### config.mk
export PLATFORM = sky130hd
export DESIGN_NAME = univ_shift_reg_flat
export DESIGN_NICKNAME = d
export VERILOG_FILES = /design/src/rtl/shift_pkg.sv /design/src/rtl/univ_shift_reg_if.sv /design/src/rtl/shift_bit_counter.sv /design/src/rtl/univ_shift_reg.sv /design/src/flat_wrapper.sv
export SDC_FILE = /design/constraint.sdc
export NUM_CORES = 1
export LEC_CHECK = 0
export BUFFER_PORTS_ARGS = -buffer_cell sky130_fd_sc_hd__buf_2
export CAP_MARGIN = 25
export CORE_MARGIN = 2
export CORE_UTILIZATION = 45
export CTS_CLUSTER_SIZE = 28
export DETAILED_ROUTE_END_ITERATION = 12
export PLACE_DENSITY = 0.87
export SKIP_CTS_REPAIR_TIMING = 1
export SYNTH_ARGS = -nofsm -noshare
export SYNTH_HDL_FRONTEND = slang
export SYNTH_SLANG_ARGS = --single-unit
### constraint.sdc
create_clock -name clk -period 1.9 [get_ports clk]
set_input_delay 0.38 -clock clk [delete_from_list [all_inputs] [get_ports clk]]
set_output_delay 0.38 -clock clk [all_outputs]
set_load 0.03 [all_outputs]
### src/rtl/shift_pkg.sv
// rtl/shift_pkg.sv - shared mode codes and width helper for univ_shift_reg
// Contents: MODE_* operation codes, clog2() used to size the shift counter.
package shift_pkg;

  localparam logic [1:0] MODE_HOLD = 2'b00;
  localparam logic [1:0] MODE_SHL  = 2'b01;
  localparam logic [1:0] MODE_SHR  = 2'b10;
  localparam logic [1:0] MODE_LOAD = 2'b11;

  // Ceiling log2, usable in constant expressions for parameter sizing.
  function automatic int clog2(input int value);
    int result;
    int rem;
    result = 0;
    rem = value - 1;
    while (rem > 0) begin
      result = result + 1;
      rem = rem >> 1;
    end
    return result;
  endfunction

endpackage

### src/rtl/univ_shift_reg_if.sv
// rtl/univ_shift_reg_if.sv - control/data bundle for univ_shift_reg
// Signals:
//   en, mode, rot, sdi_l, sdi_r, pdi   driven by the master (user logic)
//   pdo, sdo_l, sdo_r, shift_cnt,
//   word_done                          driven by the slave (shift register)
interface univ_shift_reg_if #(
  parameter int WIDTH = 8
);
  import shift_pkg::*;

  localparam int CNT_W = clog2(WIDTH) + 1;

  logic             en;
  logic [1:0]       mode;
  logic             rot;
  logic             sdi_l;
  logic             sdi_r;
  logic [WIDTH-1:0] pdi;
  logic [WIDTH-1:0] pdo;
  logic             sdo_l;
  logic             sdo_r;
  logic [CNT_W-1:0] shift_cnt;
  logic             word_done;

  modport master (
    output en, mode, rot, sdi_l, sdi_r, pdi,
    input  pdo, sdo_l, sdo_r, shift_cnt, word_done
  );

  modport slave (
    input  en, mode, rot, sdi_l, sdi_r, pdi,
    output pdo, sdo_l, sdo_r, shift_cnt, word_done
  );

endinterface

### src/rtl/shift_bit_counter.sv
// rtl/shift_bit_counter.sv - modulo-WIDTH shift counter with registered wrap pulse
// Ports:
//   clk, reset  clock and synchronous active-high reset
//   clr         restart the count (parallel load)
//   inc         one shift happened this cycle
//   cnt         shifts since last clear/reset/wrap, 0..WIDTH-1
//   wrap        one-cycle pulse after the WIDTH-th shift
module shift_bit_counter #(
  parameter int WIDTH = 8,
  parameter int CNT_W = 4
) (
  input  logic             clk,
  input  logic             reset,
  input  logic             clr,
  input  logic             inc,
  output logic [CNT_W-1:0] cnt,
  output logic             wrap
);

  localparam logic [CNT_W-1:0] CNT_MAX = CNT_W'(WIDTH - 1);

  always_ff @(posedge clk) begin
    if (reset) begin
      cnt  <= '0;
      wrap <= 1'b0;
    end else begin
      // wrap is a pulse: cleared every edge unless this shift completes a word
      wrap <= 1'b0;
      if (clr) begin
        cnt <= '0;
      end else if (inc) begin
        if (cnt == CNT_MAX) begin
          cnt  <= '0;
          wrap <= 1'b1;
        end else begin
          cnt <= cnt + CNT_W'(1);
        end
      end
    end
  end

endmodule

### src/rtl/univ_shift_reg.sv
// rtl/univ_shift_reg.sv - universal shift register: hold, shift left/right, rotate, load
// Ports:
//   clk    clock, all state changes on posedge
//   reset  synchronous active-high reset
//   bus    univ_shift_reg_if.slave: controls and serial/parallel data in,
//          register contents, serial outs, shift count and word pulse out
module univ_shift_reg
  import shift_pkg::*;
#(
  parameter int WIDTH = 8
) (
  input  logic              clk,
  input  logic              reset,
  univ_shift_reg_if.slave   bus
);

  localparam int CNT_W = clog2(WIDTH) + 1;

  logic [WIDTH-1:0] data_q;
  logic [WIDTH-1:0] data_d;
  logic             shl_in;
  logic             shr_in;
  logic             do_shift;
  logic             do_load;

  // Rotate recirculates the bit falling off the opposite end.
  assign shl_in = bus.rot ? data_q[WIDTH-1] : bus.sdi_l;
  assign shr_in = bus.rot ? data_q[0]       : bus.sdi_r;

  always_comb begin
    data_d = data_q;
    case (bus.mode)
      MODE_HOLD: data_d = data_q;
      MODE_SHL:  data_d = {data_q[WIDTH-2:0], shl_in};
      MODE_SHR:  data_d = {shr_in, data_q[WIDTH-1:1]};
      MODE_LOAD: data_d = bus.pdi;
      default:   data_d = data_q;
    endcase
  end

  always_ff @(posedge clk) begin
    if (reset) begin
      data_q <= '0;
    end else if (bus.en) begin
      data_q <= data_d;
    end
  end

  assign do_shift = bus.en && ((bus.mode == MODE_SHL) || (bus.mode == MODE_SHR));
  assign do_load  = bus.en && (bus.mode == MODE_LOAD);

  shift_bit_counter #(
    .WIDTH (WIDTH),
    .CNT_W (CNT_W)
  ) u_cnt (
    .clk   (clk),
    .reset (reset),
    .clr   (do_load),
    .inc   (do_shift),
    .cnt   (bus.shift_cnt),
    .wrap  (bus.word_done)
  );

  assign bus.pdo   = data_q;
  assign bus.sdo_l = data_q[WIDTH-1];
  assign bus.sdo_r = data_q[0];

endmodule

### src/flat_wrapper.sv
// flat-port wrapper written by rule: the top's interface ports become plain ports
module univ_shift_reg_flat import shift_pkg::*;
#(
  parameter int WIDTH = 8
)
  (clk, reset, bus_en, bus_mode, bus_rot, bus_sdi_l, bus_sdi_r, bus_pdi, bus_pdo, bus_sdo_l, bus_sdo_r, bus_shift_cnt, bus_word_done);
  univ_shift_reg_if #(.WIDTH(WIDTH)) bus_i ();
  input  logic clk;
  input  logic reset;
  input wire logic [$bits(bus_i.en)-1:0] bus_en;
  input wire logic [$bits(bus_i.mode)-1:0] bus_mode;
  input wire logic [$bits(bus_i.rot)-1:0] bus_rot;
  input wire logic [$bits(bus_i.sdi_l)-1:0] bus_sdi_l;
  input wire logic [$bits(bus_i.sdi_r)-1:0] bus_sdi_r;
  input wire logic [$bits(bus_i.pdi)-1:0] bus_pdi;
  output wire logic [$bits(bus_i.pdo)-1:0] bus_pdo;
  output wire logic [$bits(bus_i.sdo_l)-1:0] bus_sdo_l;
  output wire logic [$bits(bus_i.sdo_r)-1:0] bus_sdo_r;
  output wire logic [$bits(bus_i.shift_cnt)-1:0] bus_shift_cnt;
  output wire logic [$bits(bus_i.word_done)-1:0] bus_word_done;
  assign bus_i.en = bus_en;
  assign bus_i.mode = bus_mode;
  assign bus_i.rot = bus_rot;
  assign bus_i.sdi_l = bus_sdi_l;
  assign bus_i.sdi_r = bus_sdi_r;
  assign bus_i.pdi = bus_pdi;
  assign bus_pdo = bus_i.pdo;
  assign bus_sdo_l = bus_i.sdo_l;
  assign bus_sdo_r = bus_i.sdo_r;
  assign bus_shift_cnt = bus_i.shift_cnt;
  assign bus_word_done = bus_i.word_done;
  univ_shift_reg #(.WIDTH(WIDTH)) u_core (.clk(clk), .reset(reset), .bus(bus_i));
endmodule
**Word level (Yosys, flattened, before mapping)**

Cells that the tools add are included.

- Register bits: 13
- Bits of input ports: 16

- $add $sub $neg: 1
- Equality and inequality tests: 4
- Mux-type cells: 5
- Bitwise gates (word level): 2
- Reductions and logical operators: 7

Operator list:

| operator | count |
|---|---|
| 8-bit one-hot mux with 3 select lines | 1 |
| 4-bit by 1-bit adder with 4-bit output, second input constant | 1 |
| 2-bit == test, second input constant | 2 |
| 4-bit by 3-bit == test with 1-bit output, second input constant | 1 |
| 4-bit 2-to-1 mux | 1 |
| 1-bit 2-to-1 mux | 3 |
| 3-bit OR reduction | 1 |
| 2-bit by 1-bit == test with 1-bit output, second input constant | 1 |
| 1-bit logical AND | 2 |
| 2-bit zero test | 1 |
| 1-bit inverter | 2 |
| 2-bit AND reduction | 1 |
| 2-bit OR reduction | 1 |
| 1-bit logical OR | 1 |

**Depth between registers and ports, before layout**

Gate-level depths: netlist (run 1).

- Depth after elaboration: 5
- Gate-level depth with buffers: 7
- Depth with buffers taken out: 5

**By module**

From an unflattened synthesis (run 1), not the netlist that was laid out.

- Cells, all modules: 79
- Area, all modules: 767.0 um^2

Modules (own cells, without submodules):

| module | times used | cells an instance | area each (um^2) | sequential area each (um^2) |
|---|---|---|---|---|
| univ_shift_reg | 1 | 58 | 525.5 | 160.2 |
| shift_bit_counter | 1 | 21 | 241.5 | 100.1 |

**Least setup slack after synthesis (run 1)**

OpenSTA, ideal clock, no wires.

- Path kind: input to register
- Start: in bus_mode[0]
- End: reg u_core.u_cnt.cnt[3]
- Library setup time: 0.070 ns
- Arrival: 1.382 ns
- Data required time: 1.830 ns
- Slack: 0.448 ns
- Cell stages on the path: 5
- Path through: inv_1 -> ha_1 -> nand2_2 -> or4_1 -> a21oi_1

- Longest elaborated chain between the ends: 3

RTL lines:

| item | RTL line | text |
|---|---|---|
| start: declaration | flat_wrapper.sv:11 | `input wire logic [$bits(bus_i.mode)-1:0] bus_mode;` |
| 2-bit == test, or another cell as far along | univ_shift_reg.sv:50 | `assign do_load = bus.en && (bus.mode == MODE_LOAD);` |
| 1-bit logical AND or 1-bit logical OR (tied branches) | univ_shift_reg.sv:50, univ_shift_reg.sv:49 |  |
| 2-bit OR reduction (no source line) or 1-bit logical AND (tied branches) | n/a |  |
| end signal: assignment | shift_bit_counter.sv:36 | `cnt <= cnt + CNT_W'(1);` |
| end: declaration | shift_bit_counter.sv:16 | `output logic [CNT_W-1:0] cnt,` |

Several ways; a longest one is shown, not always the timed one.
A chain may end at the register's enable or synchronous reset.

**Worst setup path after layout (run 1)**

Same ends and word-level chain as after synthesis.

==> results of run 1 <==
[sequential cells by signal, indices dropped and copies added (netlist names)]
name	count
u_core.bus.pdo	8
u_core.u_cnt.wrap	1
u_core.u_cnt.cnt	4
[placed cells by master, fill, tap and decap left out, drive strengths merged]
cell type	count
a311oi	8
a21o	1
nor2	10
or4	1
a22oi	8
o21ai	1
nand3	3
clkbuf	4
a21oi	3
buf	32
ha	4
nor4	1
dfxtp	13
nand2	12
inv	3
nor2b	1
mux2	2
o2111ai	1
xor2	1
[where the power goes]
group          total, mW  switching [mW]  internal, mW
Clock              0.171          0.0902        0.0813
Combinational      0.151          0.0949        0.0564
Sequential         0.304          0.0160         0.288
Total              0.627           0.201         0.426
[metal layers]
| metal | up-vias | wire [um] | GRT usage [%] |
|---|---|---|---|
| met1 | 327 | 661 | 21.0 |
| met5 | - | 0 | 0 |
| met4 | 0 | 5 | 9.09 |
| li1 | 349 | - | - |
| met3 | 2 | 131 | 3.33 |
| met2 | 29 | 791 | 29.7 |
[stage by stage]
step	util (%)	cell area, um2	hold slack [ns]
after floorplan	-	706	0.539
after global placement	56.5	841	0.478
after detailed placement	56.5	841	0.489
after CTS	58.2	867	0.380
after global routing	58.2	867	0.391
final	58.2	867	0.392
[kinds of logic after synthesis]
group / share of synthesized area, %
flops: 36.9
mux: 3.19
simple gates: 17.4
compound gates: 25.5
buf+inv: 8.69
xor+xnor: 1.24
fa+ha+maj: 7.09
[layout make-up]
| class | instances | area [um2] |
|---|---|---|
| Tap cell | 16 | 20.0 |
| Inverter | 3 | 11.3 |
| Timing Repair Buffer | 32 | 165 |
| Fill cell | 140 | 622 |
| Clock buffer | 4 | 26.3 |
| Multi-Input combinational cell | 57 | 384 |
| Sequential cell | 13 | 260 |
[how the worst max path moves through the flow]
| stage | endpoint | from | slack [ns] | cells past startpoint |
|---|---|---|---|---|
| final | u_core.u_cnt.cnt[3] | bus_mode[0] | 0.47 | 6 |
| after global routing | u_core.u_cnt.cnt[3] | bus_mode[0] | 0.41 | 6 |
| after detailed placement | u_core.u_cnt.cnt[3] | bus_mode[0] | 0.21 | 6 |
| after floorplan | u_core.u_cnt.cnt[3] | bus_mode[0] | 0.45 | 5 |
| after CTS | u_core.u_cnt.cnt[3] | bus_mode[0] | 0.49 | 6 |
| after global placement | u_core.u_cnt.cnt[3] | bus_mode[0] | 0.28 | 6 |
==> out/metrics.csv, run 1 <==
metric,value,unit
status,"complete, no violations",
worst-path fanout max,5,
first-pass GRT wire length,2530,um
Post-route DRC,0,
worst r2r src,u_core.u_cnt.cnt[0],
Root Buffer,clkbuf_4,
vias per inst,5.66,
main area contributors after synthesis,"dfxtp_1 37%, a22oi_1 8.5%, a311oi_1 7.4%, ha_1 7.1%, nand2_1 5.9%",
overall via count from detail_route,707,
hold crit path type,input pin to flip-flop,
"Seq/Total Area, Yosys",36.9,%
Post-Layout Cell Count,125,
Pins Over Slew Limit,0,
Final Hold Viols,0,
share of flip-flops with an asynchronous set or reset after synthesis,0,%
critical path class,input pin to flip-flop,
worst relative slew slack,76.0,%
setup slack at placement,0.211,ns
post-synthesis to final-layout area growth,22.9,%
endpoints failing setup,0,
post-synth top area cell,dfxtp_1,
CTS tree,yes,
synthesized netlist cell count,80,
width of the die,43.6,um
number of global-route vias before repair,618,
placed cells,121,
Worst Path Arrival,1.64,ns
number of synthesized flops with an enable pin,0,
Final Power,0.627,mW
drt pass-1 iters,4,
Initial Utilization,47.4,%
Yosys reg bits,13,
Post-DP HPWL,1220,um
slew of the pin with the lowest slew margin,0.360,ns
fmax,0.698,GHz
Worst Reg2Reg Path Length in Cells,3,
TritonCTS Buffers,3,
Yosys cell types,24,
share of the clock period used by the worst path,75.4,%
Core Rows,14,
PD cells,723,mW/mm2
post-DR wirelength/cell,12.7,um
Hold Path Cell Cnt,2,
"Buf+Inv Stages, Crit Path",2,
CP Capture Type,flip-flop,
clk slew on worst S/H paths,0.08,ns
minimum clock period,1.43,ns
initial antenna violation count,0,
Die ar.,0.00190,mm2
worst reg2reg path endpoint,u_core.u_cnt.cnt[3],
Post-DRT Antenna Nets,0,
leakage dissipation,0.392,nW
share of the synthesized area in the top cell type,36.9,%
Layout Nets,130,
Hold Path Origin,reset,
hold endpoint,u_core.bus.pdo[6],
"delay-heaviest family, CP",simple AND/OR/NAND/NOR gates,
total grt overflow,0,
Starting DRT DRC Count,24,
Bufs on Longest Clock Path,2,
CP startpoint kind,input pin,
setup ws final,0.468,ns
H-tree level count,1,
CORE AREA,0.00149,mm2
syn nets,100,
Layout Skew,0.00669,ns
gp weighted congestion,0.794,
top_reg_cell synth,dfxtp_1,
FF-to-FF setup slack,0.55,ns
Worst path max stage delay,0.50,ns
most common cell in the netlist,dfxtp_1,
IO Port Bufs,30,
Synth Warn #,0,
proportion of layout cells with a drive suffix above 1,38.5,%
"Req. time, crit path",2.10,ns
worst skew pair latency,0.28,ns
Sink Count,13,
CP max-delay cell,or4_1,
# diodes,0,
RSZ-0062 raised after global routing,no,
total track usage,17.6,%
TNS Setup,0,ns
maximum VDD drop,0.342,mV
crit-path cells,"buf_2, inv_1, ha_1, nand2_2, or4_1, a21oi_1",
maximum number of pins on one net before global-route repair,17,
Chip Height,43.6,um
final wirelength,1590,um
# IOs,31,
syn_area_per_cell,8.82,um2
total of max-cap violations,0,
synthesized area,706,um2
Post-synth top cells,"13 x dfxtp_1, 11 x nand2_1, 9 x nor2_1",
No activity file was read; power rests on OpenSTA's default activity.
==> run 2, diff against run 1 <==
--- a/config.mk
+++ b/config.mk
@@ -8,10 +8,10 @@
 export BUFFER_PORTS_ARGS = -buffer_cell sky130_fd_sc_hd__buf_2
 export CAP_MARGIN = 25
 export CORE_MARGIN = 2
-export CORE_UTILIZATION = 45
+export CORE_UTILIZATION = 40
 export CTS_CLUSTER_SIZE = 28
 export DETAILED_ROUTE_END_ITERATION = 12
-export PLACE_DENSITY = 0.87
+export PLACE_DENSITY = 0.82
 export SKIP_CTS_REPAIR_TIMING = 1
 export SYNTH_ARGS = -nofsm -noshare
 export SYNTH_HDL_FRONTEND = slang
==> constraint.sdc (replaced) <==
create_clock -name clk -period 1.26 [get_ports clk]
set_input_delay 0.252 -clock clk [delete_from_list [all_inputs] [get_ports clk]]
set_output_delay 0.252 -clock clk [all_outputs]
set_load 0.03 [all_outputs]
==> run 2 against run 1 <==
  * Sequential share of layout area is 1.7 points lower
  * Sequential cell count stayed put
  * Largest power group unchanged
  * Combinational power is 68% higher
  * Worst hold slack got worse by 0.11 ns
  * Via count unchanged
  * Non-clock buffer count increased by 3
  * Critical path depth down 3
  * Highest routed layer is now met3
==> out/metrics.csv, run 2 (same netlist as run 1, synthesis figures left out) <==
metric,value,unit
status,"complete, no violations",
worst-path fanout max,5,
total of max-cap violations,0,
number of global-route vias before repair,672,
# IOs,31,
switch share,32.6,%
CP Capture Type,flip-flop,
slew of the pin with the lowest slew margin,0.379,ns
combinational share of power,26.0,%
drt pass-1 iters,4,
CTS tree,yes,
Setup crit start,u_core.u_cnt.cnt[0],
clk slew on worst S/H paths,0.09,ns
most frequent cells in the layout,"30 x buf_2, 11 x nand2_1, 10 x dfxtp_1",
minimum clock period,1.22,ns
IO Port Bufs,30,
maximum VDD drop,0.602,mV
fmax,0.817,GHz
Hold Path Cell Cnt,2,
worst skew pair latency,0.28,ns
Filler cells,177,
Die ar.,0.00212,mm2
# diodes,0,
TritonCTS Buffers,3,
Starting DRT DRC Count,26,
share of the clock period used by the worst path,97.1,%
total grt overflow,0,
maximum number of pins on one net before global-route repair,17,
Initial Utilization,41.8,%
FF-to-FF setup slack,0.04,ns
Post-DRT Antenna Nets,0,
"Req. time, crit path",1.47,ns
max reg flops,8,
critical path class,flip-flop to flip-flop,
Root Buffer,clkbuf_4,
PD cells,1040,mW/mm2
first-pass GRT wire length,2690,um
endpoints failing setup,0,
RSZ-0062 raised after global routing,no,
final wirelength,1710,um
"Core Util, Final",55.6,%
"commonest non-fill, non-tap cell in the layout",buf_2,
clock share of power,26.7,%
Chip Height,46,um
proportion of layout cells with a drive suffix above 1,47.3,%
leakage dissipation,0.412,nW
worst r2r src,u_core.u_cnt.cnt[0],
vias per inst,5.48,
width of the die,46,um
Switching Power,0.318,mW
CORE AREA,0.00169,mm2
Pins Over Slew Limit,0,
end point of the critical path,u_core.u_cnt.cnt[3],
Core Rows,15,
hold slack,0.277,ns
Post-DP HPWL,1260,um
Worst Reg2Reg Path Length in Cells,3,
Int Power,0.657,mW
Worst Path Arrival,1.43,ns
overall via count from detail_route,707,
Sink Count,13,
Layout Skew,0.00985,ns
part of the power in registers,47.3,%
worst relative slew slack,74.7,%
total track usage,17.5,%
Post-route DRC,0,
Layout Nets,133,
post-synthesis to final-layout area growth,33.2,%
post-DR wirelength/cell,13.3,um
gp weighted congestion,0.816,
Bufs on Longest Clock Path,2,
Final Power,0.975,mW
H-tree level count,1,
initial antenna violation count,0,
hold crit path type,input pin to flip-flop,
worst reg2reg path endpoint,u_core.u_cnt.cnt[3],
CP startpoint kind,flip-flop,
Final Hold Viols,0,
-- run 2: cell types whose count changed in the layout (fill, tap and decap cells not counted), sizes merged --
cell | previous run | this run
buf | 32 | 35
-- run 2: worst min-delay path by stage --
| stage | start | end | slack (ns) |
|---|---|---|---|
| after floorplan | bus_en | u_core.u_cnt.wrap | 0.39 |
| after global placement | u_core.u_cnt.cnt[1] | u_core.u_cnt.cnt[1] | 0.46 |
| after detailed placement | u_core.u_cnt.cnt[1] | u_core.u_cnt.cnt[1] | 0.47 |
| after CTS | reset | u_core.bus.pdo[6] | 0.27 |
| after global routing | reset | u_core.bus.pdo[5] | 0.27 |
| final | reset | u_core.bus.pdo[6] | 0.28 |
-- run 2: critical path: stages, from the launching register on --
cell and delay, ns:
dfxtp_4 0.37, ha_4 0.16, or4_4 0.50, a21oi_2 0.13
-- run 2: stage by stage --
step	area (um2)	setup slack, ns	cells	setup TNS, ns
2_1_floorplan	737	0.0126	80	0
3_3_place_gp	896	-0.0883	125	-0.636
3_5_place_dp	896	-0.150	125	-0.937
4_1_cts	922	-0.00949	129	-0.00949
5_1_grt	940	0.0180	129	0
6_report	940	0.0360	129	0
-- run 2: layout make-up --
| type | count | area, um2 | share of cell area (%) |
|---|---|---|---|
| Clock buffer | 4 | 26.3 | 2.80 |
| Inverter | 3 | 11.3 | 1.20 |
| Multi-Input combinational cell | 57 | 427 | 45.4 |
| Sequential cell | 13 | 267 | 28.4 |
| Tap cell | 17 | 21.3 | 2.26 |
| Timing Repair Buffer | 35 | 188 | 20.0 |
-- run 2: power by group through the flow --
stage	Combinational, mW	Sequential, mW	Clock [mW]
6_report	0.254	0.461	0.260
5_1_grt	0.277	0.465	0.291
4_1_cts	0.253	0.459	0.272
3_5_place_dp	0.252	0.469	0
3_3_place_gp	0.245	0.467	0
2_1_floorplan	0.133	0.510	0
-- run 2: layer usage --
layer / track usage (%) / up-vias / part of all wire [%]
li1: - / 356 / -
met1: 20.8 / 320 / 41
met2: 30.0 / 31 / 52
met3: 3.57 / 0 / 6.7
met4: 7.43 / 0 / 0
met5: 0 / - / 0
==> run 3, diff against run 2 <==
--- a/config.mk
+++ b/config.mk
@@ -12,6 +12,7 @@
 export CTS_CLUSTER_SIZE = 28
 export DETAILED_ROUTE_END_ITERATION = 12
 export PLACE_DENSITY = 0.82
+export REMOVE_ABC_BUFFERS = 1
 export SKIP_CTS_REPAIR_TIMING = 1
 export SYNTH_ARGS = -nofsm -noshare
 export SYNTH_HDL_FRONTEND = slang
==> run 3 against run 2 <==
  * Sequential share of layout area fell by 0.75 points
  * First-iteration DRC count fell by 54%
  * Count of clock-buffer cells in the layout did not move
  * Clock power barely moved
  * Power rose by 0.25%
  * Register-to-register slack barely moved
==> out/metrics.csv, run 3 (same netlist as run 1, synthesis figures left out) <==
metric,value,unit
post-DR wirelength/cell,13.3,um
Final Hold Viols,0,
Worst path max stage delay,0.51,ns
Post-DRT Antenna Nets,0,
FF-to-FF setup slack,0.03,ns
Pins Over Slew Limit,0,
fmax,0.812,GHz
max layer used,met4,
footprint of the multi-input gates,394,um2
Hold Path Origin,reset,
slew of the pin with the lowest slew margin,0.236,ns
H-tree level count,1,
CP Capture Type,flip-flop,
clk slew on worst S/H paths,0.08,ns
status,"complete, no violations",
Worst Reg2Reg Path Length in Cells,3,
leakage dissipation,0.436,nW
# diodes,0,
Initial Utilization,41.8,%
Chip Height,46,um
Post-route DRC,0,
TritonCTS Buffers,3,
endpoints failing setup,0,
worst r2r src,u_core.u_cnt.cnt[0],
gp weighted congestion,0.770,
Hold Path Cell Cnt,2,
CTS tree,yes,
Worst Path Arrival,1.45,ns
total of max-cap violations,0,
vias per inst,5.56,
"Req. time, crit path",1.47,ns
number of global-route vias before repair,636,
IO Port Bufs,30,
Filler cells,172,
Seq. cell area,262,um2
hold crit path type,input pin to flip-flop,
metal3 WL,127,um
initial antenna violation count,0,
worst relative slew slack,84.1,%
hold endpoint,u_core.bus.pdo[5],
hold slack,0.275,ns
Post-DP HPWL,1360,um
max reg flops,8,
CP startpoint kind,flip-flop,
PD cells,1030,mW/mm2
"commonest non-fill, non-tap cell in the layout",buf_2,
Final Power,0.977,mW
width of the die,46,um
most frequent cells in the layout,"30 x buf_2, 12 x dfxtp_1, 11 x nand2_1, 11 x buf_4, 9 x nor2_1",
drt pass-1 iters,4,
CORE AREA,0.00169,mm2
proportion of layout cells with a drive suffix above 1,46.6,%
met2 WL,922,um
overall via count from detail_route,751,
total grt overflow,0,
worst-path fanout max,3,
Bufs on Longest Clock Path,2,
sum of routed wire segments on met1,713,um
minimum clock period,1.23,ns
Die ar.,0.00212,mm2
post-synthesis to final-layout area growth,34.2,%
share of the clock period used by the worst path,97.7,%
Core Rows,15,
# IOs,31,
worst reg2reg path endpoint,u_core.u_cnt.cnt[3],
worst skew pair latency,0.27,ns
total track usage,17.3,%
first-pass GRT wire length,2580,um
Layout Skew,0.000690,ns
Layout Nets,139,
crit-path cells,"ha_2, or4_4, a21oi_2",
CP max-delay cell,or4_4,
maximum number of pins on one net before global-route repair,17,
Starting DRT DRC Count,12,
Sink Count,13,
critical path class,flip-flop to flip-flop,
maximum VDD drop,0.650,mV
final wirelength,1800,um
Root Buffer,clkbuf_4,
-- run 3: how the worst max path moves through the flow --
stage                             start             endpoint  slack [ns]  depth (start not counted)
global route        u_core.u_cnt.cnt[0]  u_core.u_cnt.cnt[3]      -0.006                          3
floorplan                   bus_mode[0]    u_core.bus.pdo[5]       -0.25                          5
CTS                 u_core.u_cnt.cnt[1]  u_core.u_cnt.cnt[3]        0.01                          3
global placement            bus_mode[0]  u_core.u_cnt.cnt[3]       -0.11                          6
finish              u_core.u_cnt.cnt[0]  u_core.u_cnt.cnt[3]        0.03                          3
detailed placement          bus_mode[1]  u_core.u_cnt.cnt[3]       -0.17                          6
-- run 3: final cells by class --
cell class | count | area share [%]
inverter | 3 | 1.19
sequential | 13 | 27.6
tap | 17 | 2.25
multi-input combinational | 57 | 41.6
timing repair buffer | 41 | 24.6
clock buffer | 4 | 2.77
-- run 3: report_power, final --
group | internal [mW] | total, mW | switching (mW) | leakage, nW
combinational | 0.109 | 0.263 | 0.154 | 0.313
sequential | 0.434 | 0.458 | 0.0234 | 0.107
clock | 0.123 | 0.257 | 0.134 | 0.0150
total | 0.666 | 0.977 | 0.312 | 0.436
-- run 3: critical path, delay by kind of cell (launching register included) --
family,cells,cell delay [ns]
simple gates,1,0.51
flops,1,0.34
fa+ha+maj,1,0.20
compound gates,1,0.12
-- run 3: metal layers --
layer | vias up | GRT usage (%)
li1 | 366 | -
met1 | 349 | 17.7
met2 | 32 | 30.3
met3 | 4 | 5.56
met4 | 0 | 9.71
met5 | - | 0
-- run 3: metrics by stage --
step	utilization (%)	area [um2]	worst slack (ns)	std cells	setup TNS (ns)
5_1_grt	56.1	947	-0.00607	135	-0.00607
3_5_place_dp	53.9	910	-0.171	131	-0.502
4_1_cts	55.4	936	0.00967	135	0
6_report	56.1	947	0.0289	135	0
3_3_place_gp	53.9	910	-0.113	131	-0.139
2_1_floorplan	-	656	-0.253	73	-1.92
